### src/rtl/clock_scale_pkg.sv
// clock_scale_pkg: shared types and constants for the clock scale bank.
// Divider mode enum, channel-count limit and channel-index width.
package clock_scale_pkg;

  typedef enum logic {
    MODE_TOGGLE = 1'b0,
    MODE_PULSE  = 1'b1
  } mode_t;

  localparam int MAX_CHANNELS = 16;
  localparam int CH_W         = 4;

endpackage

### src/rtl/clock_scale_bank_if.sv
// clock_scale_bank_if: configuration write bus for the clock scale bank.
// cfg_we strobe, cfg_ch index, cfg_div divide value, cfg_mode.
interface clock_scale_bank_if #(
  parameter int WIDTH = 12
);
  import clock_scale_pkg::*;

  logic             cfg_we;
  logic [CH_W-1:0]  cfg_ch;
  logic [WIDTH-1:0] cfg_div;
  mode_t            cfg_mode;

  modport master (
    output cfg_we,
    output cfg_ch,
    output cfg_div,
    output cfg_mode
  );

  modport slave (
    input cfg_we,
    input cfg_ch,
    input cfg_div,
    input cfg_mode
  );

endinterface

### src/rtl/clock_scale_channel.sv
// clock_scale_channel: one divider with shadow config and glitch-free apply.
// Ports: clk, rst, en, sync, we/wdiv/wmode (staged write), out, pending.
module clock_scale_channel
  import clock_scale_pkg::*;
#(
  parameter int WIDTH     = 12,
  parameter int RESET_DIV = 0
) (
  input  logic             clk,
  input  logic             rst,
  input  logic             en,
  input  logic             sync,
  input  logic             we,
  input  logic [WIDTH-1:0] wdiv,
  input  mode_t            wmode,
  output logic             out,
  output logic             pending
);

  logic [WIDTH-1:0] cnt_q, cnt_d;
  logic [WIDTH-1:0] div_q, div_d;
  logic [WIDTH-1:0] sdiv_q, sdiv_d;
  mode_t            mode_q, mode_d;
  mode_t            smode_q, smode_d;
  logic             pend_q, pend_d;
  logic             out_q, out_d;
  logic             wrap;

  assign wrap = (cnt_q == div_q);

  always_comb begin
    cnt_d   = cnt_q;
    div_d   = div_q;
    sdiv_d  = sdiv_q;
    mode_d  = mode_q;
    smode_d = smode_q;
    pend_d  = pend_q;
    out_d   = out_q;

    if (sync || !en) begin
      cnt_d = '0;
      out_d = 1'b0;
      if (pend_q) begin
        div_d  = sdiv_q;
        mode_d = smode_q;
        pend_d = 1'b0;
      end
    end else if (wrap) begin
      cnt_d = '0;
      // A mode switch restarts the output low.
      if (pend_q && (smode_q != mode_q))
        out_d = 1'b0;
      else if (mode_q == MODE_TOGGLE)
        out_d = ~out_q;
      else
        out_d = 1'b1;
      if (pend_q) begin
        div_d  = sdiv_q;
        mode_d = smode_q;
        pend_d = 1'b0;
      end
    end else begin
      cnt_d = cnt_q + 1'b1;
      if (mode_q == MODE_PULSE)
        out_d = 1'b0;
    end

    // A write lands after any apply above.
    if (we) begin
      sdiv_d  = wdiv;
      smode_d = wmode;
      pend_d  = 1'b1;
    end
  end

  always_ff @(posedge clk or posedge rst) begin
    if (rst) begin
      cnt_q   <= '0;
      div_q   <= WIDTH'(RESET_DIV);
      sdiv_q  <= WIDTH'(RESET_DIV);
      mode_q  <= MODE_TOGGLE;
      smode_q <= MODE_TOGGLE;
      pend_q  <= 1'b0;
      out_q   <= 1'b0;
    end else begin
      cnt_q   <= cnt_d;
      div_q   <= div_d;
      sdiv_q  <= sdiv_d;
      mode_q  <= mode_d;
      smode_q <= smode_d;
      pend_q  <= pend_d;
      out_q   <= out_d;
    end
  end

  assign out     = out_q;
  assign pending = pend_q;

endmodule

### src/rtl/clock_scale_bank.sv
// clock_scale_bank: CHANNELS programmable clock/tick dividers.
// Ports: clk, rst, ch_en, sync, cfg (write bus), clk_out, pending.
module clock_scale_bank
  import clock_scale_pkg::*;
#(
  parameter int CHANNELS  = 4,
  parameter int WIDTH     = 12,
  parameter int RESET_DIV = 0
) (
  input  logic                clk,
  input  logic                rst,
  input  logic [CHANNELS-1:0] ch_en,
  input  logic                sync,
  clock_scale_bank_if.slave   cfg,
  output logic [CHANNELS-1:0] clk_out,
  output logic [CHANNELS-1:0] pending
);

  // Indices at or above CHANNELS match no strobe.
  for (genvar i = 0; i < CHANNELS; i++) begin : g_ch
    logic we;

    assign we = cfg.cfg_we && (cfg.cfg_ch == CH_W'(i));

    clock_scale_channel #(
      .WIDTH     (WIDTH),
      .RESET_DIV (RESET_DIV)
    ) u_ch (
      .clk     (clk),
      .rst     (rst),
      .en      (ch_en[i]),
      .sync    (sync),
      .we      (we),
      .wdiv    (cfg.cfg_div),
      .wmode   (cfg.cfg_mode),
      .out     (clk_out[i]),
      .pending (pending[i])
    );
  end

endmodule

### src/flat_wrapper.sv
// flat-port wrapper written by rule: the top's interface ports become plain ports
module clock_scale_bank_flat import clock_scale_pkg::*;
#(
  parameter int CHANNELS  = 4,
  parameter int WIDTH     = 12,
  parameter int RESET_DIV = 0
)
  (clk, rst, ch_en, sync, clk_out, pending, cfg_cfg_we, cfg_cfg_ch, cfg_cfg_div, cfg_cfg_mode);
  clock_scale_bank_if #(.WIDTH(WIDTH)) cfg_i ();
  input  logic clk;
  input  logic rst;
  input  logic [CHANNELS-1:0] ch_en;
  input  logic sync;
  output logic [CHANNELS-1:0] clk_out;
  output logic [CHANNELS-1:0] pending;
  input wire logic [$bits(cfg_i.cfg_we)-1:0] cfg_cfg_we;
  input wire logic [$bits(cfg_i.cfg_ch)-1:0] cfg_cfg_ch;
  input wire logic [$bits(cfg_i.cfg_div)-1:0] cfg_cfg_div;
  input wire logic [$bits(cfg_i.cfg_mode)-1:0] cfg_cfg_mode;
  assign cfg_i.cfg_we = cfg_cfg_we;
  assign cfg_i.cfg_ch = cfg_cfg_ch;
  assign cfg_i.cfg_div = cfg_cfg_div;
  assign cfg_i.cfg_mode = cfg_cfg_mode;
  clock_scale_bank #(.CHANNELS(CHANNELS), .WIDTH(WIDTH), .RESET_DIV(RESET_DIV)) u_core (.clk(clk), .rst(rst), .ch_en(ch_en), .sync(sync), .cfg(cfg_i), .clk_out(clk_out), .pending(pending));
endmodule
### config.mk
export PLATFORM = sky130hd
export DESIGN_NAME = clock_scale_bank_flat
export DESIGN_NICKNAME = d
export VERILOG_FILES = /design/src/rtl/clock_scale_pkg.sv /design/src/rtl/clock_scale_bank_if.sv /design/src/rtl/clock_scale_channel.sv /design/src/rtl/clock_scale_bank.sv /design/src/flat_wrapper.sv
export SDC_FILE = /design/constraint.sdc
export NUM_CORES = 1
export LEC_CHECK = 0
export CAP_MARGIN = 0
export CORE_MARGIN = 10
export CORE_UTILIZATION = 42
export CTS_CLUSTER_SIZE = 14
export DETAILED_ROUTE_END_ITERATION = 10
export GPL_ROUTABILITY_DRIVEN = 1
export SETUP_SLACK_MARGIN = 0.5
export SLEW_MARGIN = 20
export SYNTH_ARGS = -nofsm -noshare
export SYNTH_HDL_FRONTEND = slang
export SYNTH_SLANG_ARGS = --single-unit
### constraint.sdc
create_clock -name clk -period 8.8 [get_ports clk]
set_input_delay 1.76 -clock clk [delete_from_list [all_inputs] [get_ports clk]]
set_output_delay 1.76 -clock clk [all_outputs]
set_load 0.05 [all_outputs]
==> flow_metrics.py <==
metrics = {
    "run_status": {
        "status": "finished, final reports clean",
    },
    "timing": {
        "hold_violations": 0,
        "rsz0062_at_grt": "no",
        "hold_ws_ps": 500.2,
        "finalSetupViolCount": 0,
        "finalSetupTns_ps": 0,
        "period_needed_ps": 3937,
        "fin_crit_sh_pct": 44.74,
        "relSlewSlack_pct": 30.59,
        "tightest_slew_ps": 1037,
        "finClkSkew_ps": 9.149,
        "slew_violations": 0,
        "fmax_mhz": 254.0,
        "worst_slack_ps": 4863,
    },
    "global_routing": {
        "grt_overflow": 0,
        "track_usage_pct": 12.98,
        "grt_max_degree": 82,
        "grt_pass1_vias": 4356,
        "grt_pass1_wl_um": 23250,
        "antenna_found_initial": 0,
    },
    "power": {
        "power.total_mw": 2.185,
        "internal_power_mw": 1.621,
        "p_seq_share_pct": 46.0,
        "power_switching_share_pct": 25.84,
        "powerDensity_nw_per_um2": 260.7,
        "clockPowerShare_pct": 34.9,
        "pwr-share-comb_pct": 19.2,
        "power_switching_uw": 564.7,
        "p_leak_nw": 3.657,
        "peakVddDrop_v": 0.0001491,
    },
    "die": {
        "die_x_um": 151.6,
        "dieArea_um2": 22980,
        "rows": 48,
        "io_pins": 33,
        "initial_core_util_pct": 42.50,
        "core_area_um2": 17120,
        "die_h_um": 151.6,
    },
    "layout": {
        "drive_gt1_share_pct": 25.13,
        "area_growth_pct": 15.20,
        "stdcell_count": 818,
        "antenna_cells": 0,
        "nNetsFinal": 609,
        "fill_cells": 1511,
        "final_area_um2": 8381,
        "final_util_pct": 48.96,
    },
    "clocking": {
        "cts_inserted_buffers": 17,
        "clock_path_buffers": 2,
        "clock_latency_ps": 420,
        "cts_resized": 0,
        "htreeDepth": 4,
        "clock-sinks": 160,
        "post_cts_buffers": 0,
        "clk_pin_slew_worst_paths_ps": 60,
        "postCtsHoldBufs": 0,
        "cts_root_buf": "clkbuf_16",
        "cts_tree": "built",
    },
    "yosys": {
        "syn-cell-area_um2": 7274,
        "synth-seq-area-share_pct": 55.04,
        "async_reset_ff_share_pct": 100.0,
        "ys_ff_latch": 160,
        "yosysUniqueCellTypes": 36,
        "syn_inst": 548,
        "ys_warn_count": 0,
        "ys.flop_type": "dfrtp_1",
        "post_synth.cell_area_avg_um2": 13.27,
        "syn_nets": 577,
        "synth-edff-count": 0,
    },
    "worst_setup_path": {
        "cpLargestDelayFamily": "simple AND/OR/NAND/NOR gates",
        "cp.required_ps": 9100,
        "crit_path_cell_trace": "clkdlybuf4s50_1, nor3b_1, nand2_1, nor2_1, mux2_2",
        "critical_path.slowest_cell": "nor2_1",
        "end_kind": "flip-flop",
        "cp-start-kind": "input port",
        "max_stage_delay_ps": 820,
        "crit_buf_inv": 1,
        "worstPathMaxFanout": 13,
        "criticalPathCategory": "in -> reg",
        "critPathArrivalTime_ps": 4240,
    },
    "drt": {
        "drtAntennaViolNets": 0,
        "vias_per_cell": 4.943,
        "via_count": 4043,
        "routed_wl_um": 13730,
        "drtIter0Drc": 153,
        "routedWlPerCell_um": 16.78,
        "drt_pass1_iterations": 4,
        "drc_errors": 0,
    },
    "placed_design": {
        "numPortBuffers": 32,
        "pre_cts_slack_ps": 4544,
        "gp_congestion": 0.7577,
        "place_inst": 785,
        "hpwlAfterDp_um": 9500,
        "place_area_um2": 7740,
    },
    "flow_run": {
        "drv_cap": 0,
    },
    "worst_hold_path": {
        "hold_class": "reg -> reg",
    },
}
-- cells in the mapped netlist, types with 4 or more instances --
cell type  instances  area share [%]
dfrtp_1          160              55
xnor2_1           60             7.2
mux2_4            40             8.3
ha_1               4            0.69
mux2_2            66              10
o21ai_0            4            0.28
clkbuf_1           6            0.31
inv_1             10            0.52
nand4_1           14             1.2
and3_1             8            0.69
nor2b_1            4            0.34
nor2_1            54             2.8
nand2b_1           4            0.34
xor2_1            28             3.4
nand2_2            4            0.34
and4_1             7            0.84
o31ai_4            4             1.2
buf_6              5            0.77
nand2_1           12            0.62
nand3_1           20             1.4
buf_4              8            0.83
-- area by class of cell --
class | instances | area (um^2) | share of cell area (%)
well taps | 225 | 281.5 | 3.359
clock buffers | 21 | 450.4 | 5.375
multi-input cells | 357 | 3084 | 36.80
flip-flops and latches | 160 | 4004 | 47.78
clock inverters | 11 | 162.7 | 1.941
inverters | 10 | 42.54 | 0.5076
repair buffers | 34 | 355.3 | 4.240
-- placed cells by master, fill, tap and decap left out, types with 3 or more instances in the layout --
| cell | count |
|---|---|
| xnor2_1 | 60 |
| xor2_1 | 28 |
| inv_1 | 9 |
| clkinv_2 | 4 |
| nand2b_1 | 4 |
| nand3_1 | 20 |
| nor4_1 | 3 |
| nand2_1 | 12 |
| clkinvlp_4 | 3 |
| nand4_1 | 14 |
| dfrtp_1 | 160 |
| and3_1 | 8 |
| mux2_2 | 66 |
| nor2_1 | 54 |
| ha_1 | 4 |
| clkbuf_16 | 17 |
| mux2_4 | 40 |
| o21ai_0 | 4 |
| and4_1 | 7 |
| o31ai_4 | 4 |
| clkbuf_1 | 3 |
| clkdlybuf4s50_1 | 32 |
| nand2_2 | 4 |
| nor2b_1 | 4 |
| bufinv_16 | 4 |
-- power groups by stage --
| stage | combinational, mW | clock (mW) | sequential, mW |
|---|---|---|---|
| CTS | 0.424 | 0.782 | 1.01 |
| detailed placement | 0.421 | 0 | 1.02 |
| floorplan | 0.359 | 0 | 0.979 |
| global placement | 0.410 | 0 | 1.01 |
| finish | 0.419 | 0.762 | 1.00 |
| global route | 0.459 | 0.819 | 1.03 |
-- per-layer routing --
layer  vias up  track usage [%]  wire [um]
met5         -                0          0
met4         0            3.861        133
met3        11            3.861        504
met2        46            20.45       6576
met1      2048            16.94       6515
li1       1938                -          -
-- final timing paths --
path                                                    start                        endpoint  slack [ps]  cells after the start
worst max-delay path                               cfg_cfg_we   u_core.g_ch[1].u_ch.sdiv_q[3]        4860                      5
worst min-delay path            u_core.g_ch[2].u_ch.sdiv_q[6]    u_core.g_ch[2].u_ch.div_q[6]         500                      1
worst max register to register   u_core.g_ch[0].u_ch.cnt_q[6]    u_core.g_ch[0].u_ch.div_q[0]        6410                      5
worst min register to register  u_core.g_ch[2].u_ch.sdiv_q[6]    u_core.g_ch[2].u_ch.div_q[6]         500                      1
max in group asynchronous                                 rst   u_core.g_ch[1].u_ch.sdiv_q[4]        5790                      4
min in group asynchronous                                 rst  u_core.g_ch[2].u_ch.sdiv_q[11]        1840                      2
-- sequential cells by signal, indices dropped and copies added (netlist names) --
name	flops
u_core.g_ch.u_ch.div_q	48
u_core.g_ch.u_ch.smode_q	4
u_core.g_ch.u_ch.cnt_q	48
u_core.g_ch.u_ch.sdiv_q	48
u_core.g_ch.u_ch.pending	4
u_core.g_ch.u_ch.mode_q	4
u_core.g_ch.u_ch.out	4
-- worst register-to-register path: stages, from the launching register on --
cell	delay, ps
dfrtp_1	450
xnor2_1	170
nand4_1	230
o31ai_4	620
nand2_2	400
mux2_4	400
-- cell families after synthesis --
logic type | Yosys count | synth area share, %
flops | 160 | 55.04
simple gates | 139 | 9.907
mux | 108 | 18.75
xor+xnor | 88 | 10.60
buf+inv | 31 | 2.563
compound gates | 18 | 2.459
fa+ha+maj | 4 | 0.6880
No activity file was read; power rests on OpenSTA's default activity.
